--- config.mk ---
export PLATFORM = sky130hd
export DESIGN_NAME = sound_fx_gen
export DESIGN_NICKNAME = d
export VERILOG_FILES = /design/src/rtl/sound_fx_gen.sv
export SDC_FILE = /design/constraint.sdc
export NUM_CORES = 1
export LEC_CHECK = 0
export ABC_AREA = 0
export CORE_AREA = 4 4 86 104
export CTS_CLUSTER_SIZE = 12
export DETAILED_ROUTE_END_ITERATION = 10
export DIE_AREA = 0 0 90 108
export PLACE_DENSITY = 0.64
export SLEW_MARGIN = 20
export SYNTH_ARGS = -nofsm -noshare
export SYNTH_HDL_FRONTEND = slang
export SYNTH_SLANG_ARGS = --single-unit
--- constraint.sdc ---
create_clock -name clk -period 7.3 [get_ports clk]
set_input_delay 1.46 -clock clk [delete_from_list [all_inputs] [get_ports clk]]
set_output_delay 1.46 -clock clk [all_outputs]
set_load 0.02 [all_outputs]
--- src/rtl/sound_fx_gen.sv ---
// Event-driven square-wave sound effect generator for the game buzzer.
// Arbitrates hit/wall/goal/win requests by priority and plays short note sequences.
module sound_fx_gen #(
  parameter logic [15:0] HIT_HALF    = 16'd28409,
  parameter logic [15:0] WALL_HALF   = 16'd56818,
  parameter logic [15:0] GOAL_HALF_A = 16'd37936,
  parameter logic [15:0] GOAL_HALF_B = 16'd18968,
  parameter logic [15:0] WIN_HALF0   = 16'd47778,
  parameter logic [15:0] WIN_HALF1   = 16'd37921,
  parameter logic [15:0] WIN_HALF2   = 16'd31888,
  parameter logic [15:0] WIN_HALF3   = 16'd23889,
  parameter logic [23:0] NOTE_LEN    = 24'd2500000,
  parameter logic [23:0] GAP_LEN     = 24'd500000
) (
  input  logic       clk,
  input  logic       rst,
  input  logic       hit,
  input  logic       wall,
  input  logic       goal,
  input  logic       win,
  input  logic       mute,
  output logic       spk,
  output logic       busy,
  output logic [2:0] sound_id
);

  typedef enum logic [1:0] {
    IDLE = 2'd0,
    TONE = 2'd1,
    GAP  = 2'd2
  } state_t;

  state_t      state_q, state_d;
  logic [15:0] half_cnt_q, half_cnt_d;
  logic [23:0] dur_cnt_q, dur_cnt_d;
  logic [1:0]  note_idx_q, note_idx_d;
  logic        spk_q, spk_d;
  logic        busy_q, busy_d;
  logic [2:0]  sound_id_q, sound_id_d;
  logic        win_prev_q, win_prev_d;

  logic        win_rise;
  logic [2:0]  req_id;
  logic        accept;
  logic [15:0] half_sel;
  logic        last_note;

  assign win_rise = win & ~win_prev_q;

  always_comb begin
    req_id = 3'd0;
    if (win_rise)  req_id = 3'd4;
    else if (goal) req_id = 3'd3;
    else if (hit)  req_id = 3'd2;
    else if (wall) req_id = 3'd1;
  end

  // Strictly higher priority pre-empts; equal or lower requests are dropped.
  assign accept = (req_id != 3'd0) && (req_id > sound_id_q);

  always_comb begin
    half_sel = HIT_HALF;
    case (sound_id_q)
      3'd1: half_sel = WALL_HALF;
      3'd2: half_sel = HIT_HALF;
      3'd3: half_sel = (note_idx_q == 2'd0) ? GOAL_HALF_A : GOAL_HALF_B;
      3'd4: begin
        case (note_idx_q)
          2'd0: half_sel = WIN_HALF0;
          2'd1: half_sel = WIN_HALF1;
          2'd2: half_sel = WIN_HALF2;
          2'd3: half_sel = WIN_HALF3;
        endcase
      end
      default: half_sel = HIT_HALF;
    endcase
  end

  always_comb begin
    last_note = 1'b1;
    case (sound_id_q)
      3'd3:    last_note = (note_idx_q == 2'd1);
      3'd4:    last_note = (note_idx_q == 2'd3);
      default: last_note = 1'b1;
    endcase
  end

  always_comb begin
    state_d    = state_q;
    half_cnt_d = half_cnt_q;
    dur_cnt_d  = dur_cnt_q;
    note_idx_d = note_idx_q;
    spk_d      = spk_q;
    busy_d     = busy_q;
    sound_id_d = sound_id_q;
    win_prev_d = win;

    case (state_q)
      TONE: begin
        dur_cnt_d = dur_cnt_q + 24'd1;
        if (half_cnt_q == half_sel - 16'd1) begin
          half_cnt_d = 16'd0;
          spk_d      = ~spk_q;
        end else begin
          half_cnt_d = half_cnt_q + 16'd1;
        end
        // Note end forces the line low regardless of the toggle phase.
        if (dur_cnt_q == NOTE_LEN - 24'd1) begin
          spk_d      = 1'b0;
          half_cnt_d = 16'd0;
          dur_cnt_d  = 24'd0;
          if (last_note) begin
            state_d    = IDLE;
            busy_d     = 1'b0;
            sound_id_d = 3'd0;
            note_idx_d = 2'd0;
          end else begin
            state_d = GAP;
          end
        end
      end
      GAP: begin
        spk_d     = 1'b0;
        dur_cnt_d = dur_cnt_q + 24'd1;
        if (dur_cnt_q == GAP_LEN - 24'd1) begin
          state_d    = TONE;
          note_idx_d = note_idx_q + 2'd1;
          dur_cnt_d  = 24'd0;
          half_cnt_d = 16'd0;
        end
      end
      default: begin
        state_d    = IDLE;
        spk_d      = 1'b0;
        busy_d     = 1'b0;
        sound_id_d = 3'd0;
        half_cnt_d = 16'd0;
        dur_cnt_d  = 24'd0;
        note_idx_d = 2'd0;
      end
    endcase

    // An accepted request wins over any end-of-note or gap transition.
    if (accept) begin
      state_d    = TONE;
      note_idx_d = 2'd0;
      half_cnt_d = 16'd0;
      dur_cnt_d  = 24'd0;
      spk_d      = 1'b0;
      sound_id_d = req_id;
      busy_d     = 1'b1;
    end
  end

  always_ff @(posedge clk or posedge rst) begin
    if (rst) begin
      state_q    <= IDLE;
      half_cnt_q <= 16'd0;
      dur_cnt_q  <= 24'd0;
      note_idx_q <= 2'd0;
      spk_q      <= 1'b0;
      busy_q     <= 1'b0;
      sound_id_q <= 3'd0;
      win_prev_q <= 1'b0;
    end else begin
      state_q    <= state_d;
      half_cnt_q <= half_cnt_d;
      dur_cnt_q  <= dur_cnt_d;
      note_idx_q <= note_idx_d;
      spk_q      <= spk_d;
      busy_q     <= busy_d;
      sound_id_q <= sound_id_d;
      win_prev_q <= win_prev_d;
    end
  end

  assign spk      = spk_q & ~mute;
  assign busy     = busy_q;
  assign sound_id = sound_id_q;

endmodule

==> out/metrics.json <==
{
  "cts_hold_buffers": {"value": 0},
  "cts-buffers-inserted": {"value": 5},
  "synth.yosys.warnings": {"value": 0},
  "layout.area.seq": {"value": 1251, "unit": "um2"},
  "place.detailed.hpwl": {"value": 5.646, "unit": "mm"},
  "ys.flop_type": {"value": "dfrtp_1"},
  "postCtsSetupBuffers": {"value": 0},
  "actual_transition_at_the_worst_max_transition_pin": {"value": 0.8969, "unit": "ns"},
  "grt_overflow": {"value": 0},
  "pin_count_of_the_biggest_net_entering_global_routing": {"value": 51},
  "grt_setup_unrepaired": {"value": "no"},
  "num_antenna_cells": {"value": 0},
  "hold_worst_path_end": {"value": "dur_cnt_q[0]"},
  "power.sequential.fraction": {"value": 36.8, "unit": "%"},
  "grt_first_pass_wirelength": {"value": 13.52, "unit": "mm"},
  "finalNetCount": {"value": 412},
  "timing_worst_setup_path_type": {"value": "input pin to flop"},
  "layout_commonest_cell": {"value": "dfrtp_1"},
  "maximum_fanout_along_the_worst_path": {"value": 24},
  "power.switching": {"value": 395.4, "unit": "uW"},
  "power.switching_fraction": {"value": 42.03, "unit": "%"},
  "layout.filler_cells": {"value": 778},
  "finalWeightedCongestion": {"value": 0.9122},
  "grt.total_usage": {"value": 16.91, "unit": "%"},
  "synth_area_per_cell": {"value": 8.949, "unit": "um2"},
  "cts_root_buf": {"value": "clkbuf_8"},
  "clkSinkCount": {"value": 50},
  "hold_depth": {"value": 1},
  "fin_crit_sh": {"value": 64.79, "unit": "%"},
  "core_area": {"value": 7973, "unit": "um2"},
  "end_kind": {"value": "flop"},
  "cts-resized-gates": {"value": 0},
  "final.setup_skew": {"value": 0.01825, "unit": "ns"},
  "netlist_instances": {"value": 387},
  "via_per_inst": {"value": 5.928},
  "area_of_combinational_cells_with_multiple_inputs": {"value": 2083, "unit": "um2"},
  "clk_pin_slew": {"value": 0.09, "unit": "ns"},
  "power_frac_comb": {"value": 44.3, "unit": "%"},
  "synth-edff-count": {"value": 0},
  "vias": {"value": 2881},
  "worst-endpoint-arrival": {"value": 4.96, "unit": "ns"},
  "finalWorstPathRequiredPeriod": {"value": 4.730, "unit": "ns"},
  "initial_util": {"value": 43.44, "unit": "%"},
  "reg2reg_from": {"value": "sound_id[1]"},
  "initialDrtViolationCount": {"value": 139},
  "hold_class": {"value": "flop to flop"},
  "drtAntennaViolNets": {"value": 0},
  "drt-wirelength-per-cell": {"value": 15.62, "unit": "um"},
  "maxCapViolCount": {"value": 0},
  "timing_max_transition_violations_final": {"value": 0},
  "maxClockFrequency": {"value": 211.4, "unit": "MHz"},
  "antenna_violations_before_repair": {"value": 0},
  "synthDistinctLibCells": {"value": 70},
  "post-route-worst-setup-slack": {"value": 2.570, "unit": "ns"},
  "area_delta_synth_final": {"value": 7.659, "unit": "%"},
  "post-route-util": {"value": 46.77, "unit": "%"},
  "timing.max_slew.rel_slack": {"value": 39.94, "unit": "%"},
  "number_of_detailed_routing_iterations_run_before_antenna_repair": {"value": 4},
  "route.final.wire_length": {"value": 7.593, "unit": "mm"},
  "detailedPlace.worstSlack": {"value": 2.234, "unit": "ns"},
  "min-delay-start": {"value": "dur_cnt_q[0]"},
  "share_of_power_burned_in_the_clock_network": {"value": 18.9, "unit": "%"},
  "power.density": {"value": 252.3, "unit": "nW/um2"},
  "setup_viol_count_final": {"value": 0},
  "num_io_pins": {"value": 12},
  "ff_to_ff_end": {"value": "dur_cnt_q[16]"},
  "cts_tree": {"value": "yes"},
  "ys_ff_latch": {"value": 50},
  "leakage": {"value": 0.001497, "unit": "uW"},
  "dieWidth": {"value": 90, "unit": "um"},
  "syn-cell-area": {"value": 3463, "unit": "um2"},
  "io_buffer_count": {"value": 11},
  "die-area": {"value": 9720, "unit": "um2"},
  "ir_worst_vdd": {"value": 0.0001079, "unit": "V"},
  "cts.path.max_buffers": {"value": 2},
  "first_global_vias": {"value": 2825},
  "clk-insertion-delay-late": {"value": 0.32, "unit": "ns"},
  "worst_r2r_path_depth": {"value": 9},
  "portion_of_the_post_synthesis_area_used_by_sequential_elements": {"value": 36.13, "unit": "%"},
  "timing.critical_path.required": {"value": 7.53, "unit": "ns"},
  "detail_route.drc_violations": {"value": 0},
  "fin_setup_tns": {"value": 0, "unit": "ns"},
  "rows": {"value": 36},
  "mostFrequentLayoutCells": {"value": "50 x dfrtp_1, 38 x nor2_1, 33 x nand2_1, 24 x xnor2_1, 21 x nand3_1"},
  "p_int": {"value": 545.3, "unit": "uW"},
  "hold_violations": {"value": 0},
  "asyncSetResetFlopFracSynth": {"value": 100.0, "unit": "%"},
  "post_route_cells_drive_above_1_share": {"value": 5.371, "unit": "%"},
  "start_kind": {"value": "input pin"},
  "ff2ff_setup_slack": {"value": 3.55, "unit": "ns"},
  "die_h": {"value": 108, "unit": "um"},
  "syn-num-nets": {"value": 409},
  "h-tree-depth": {"value": 2},
  "run_status": {"value": "finished clean"}
}
## cell type report
| type | count | share of cell area [%] |
|---|---|---|
| clock buffers | 6 | 2.215 |
| well taps | 95 | 3.188 |
| multi-input cells | 305 | 55.87 |
| clock inverters | 2 | 0.4698 |
| flip-flops and latches | 50 | 33.56 |
| inverters | 17 | 1.745 |
| repair buffers | 11 | 2.953 |
## power by group through the flow
| stage | sequential (uW) | clock (uW) | combinational, uW |
|---|---|---|---|
| after floorplan | 337 | 0 | 331 |
| after global placement | 351 | 0 | 410 |
| after detailed placement | 352 | 0 | 415 |
| after CTS | 346 | 185 | 418 |
| after global routing | 353 | 196 | 465 |
| final | 346 | 178 | 417 |
## worst max-delay path: stages
cell	delay [ns]
clkdlybuf4s50_1	0.47
nand2b_1	0.14
o21ai_0	0.15
inv_1	0.08
ha_1	0.30
nor2b_1	0.14
o21a_1	0.19
o21ai_1	0.47
o211ai_1	0.51
nand2_1	0.31
nand2b_1	0.49
nor2_1	0.25
## how the worst max path moves through the flow
stage,from,end,slack [ns],cells past startpoint
after floorplan,win,dur_cnt_q[10],3.64,13
after global placement,win,dur_cnt_q[0],2.36,12
after detailed placement,win,dur_cnt_q[2],2.23,12
after CTS,win,dur_cnt_q[16],2.55,12
after global routing,win,dur_cnt_q[18],2.21,12
final,win,dur_cnt_q[16],2.57,12
## state kept, by name (all words and copies together), names as in the netlist
name	flops
note_idx_q	2
busy	1
half_cnt_q	16
win_prev_q	1
sound_id	3
spk_q	1
state_q	2
dur_cnt_q	24
## synth_stat cells, types with 4 or more instances
library cell	instances	area [um2]
dfrtp_1	50	1251
nor2_1	38	142.6
nand2_1	33	123.9
xnor2_1	24	210.2
nand3_1	21	105.1
inv_1	17	63.81
ha_1	15	187.7
xor2_1	15	131.4
nand4_1	12	75.07
and3_1	10	62.56
clkbuf_1	10	37.54
o21a_1	9	67.56
o21ai_0	9	45.04
a21oi_1	8	40.04
nor3_1	8	40.04
nand2b_1	5	31.28
nor2b_1	5	31.28
or3_1	5	31.28
a211oi_1	4	30.03
a21o_1	4	30.03
and2_1	4	25.02
buf_2	4	20.02
nor4b_1	4	35.03
## per-layer routing
layer	share of wire, %	GRT usage [%]
met1	44	20.28
met2	50	29.15
met3	2.3	3.201
met4	3.0	8.534
met5	0	0
## kinds of logic (layout without fill, tap and decap cells)
logic type / count (synthesis) / after routing / synth area share (%)
AOI/OAI and AO/OA: 74 / 74 / 16.40
xor gates and xnor gates: 39 / 39 / 9.863
adders and majority gates: 15 / 15 / 5.419
buffers and inverters: 32 / 36 / 3.721
DFF: 50 / 50 / 36.13
muxes: 4 / 4 / 1.228
and+or+nand+nor: 173 / 173 / 27.24
## stage by stage
stage | std cells | instance area [um2] | total power [uW] | hold slack (ns)
final | 486 | 3729 | 940.7 | 0.4861
after global routing | 486 | 3729 | 1014 | 0.5139
after CTS | 486 | 3727 | 948.6 | 0.4943
after detailed placement | 478 | 3627 | 767.1 | 0.4806
after global placement | 478 | 3627 | 761.1 | 0.4736
after floorplan | 387 | 3463 | 668.2 | 0.4547
No activity file was read; power rests on OpenSTA's default activity.
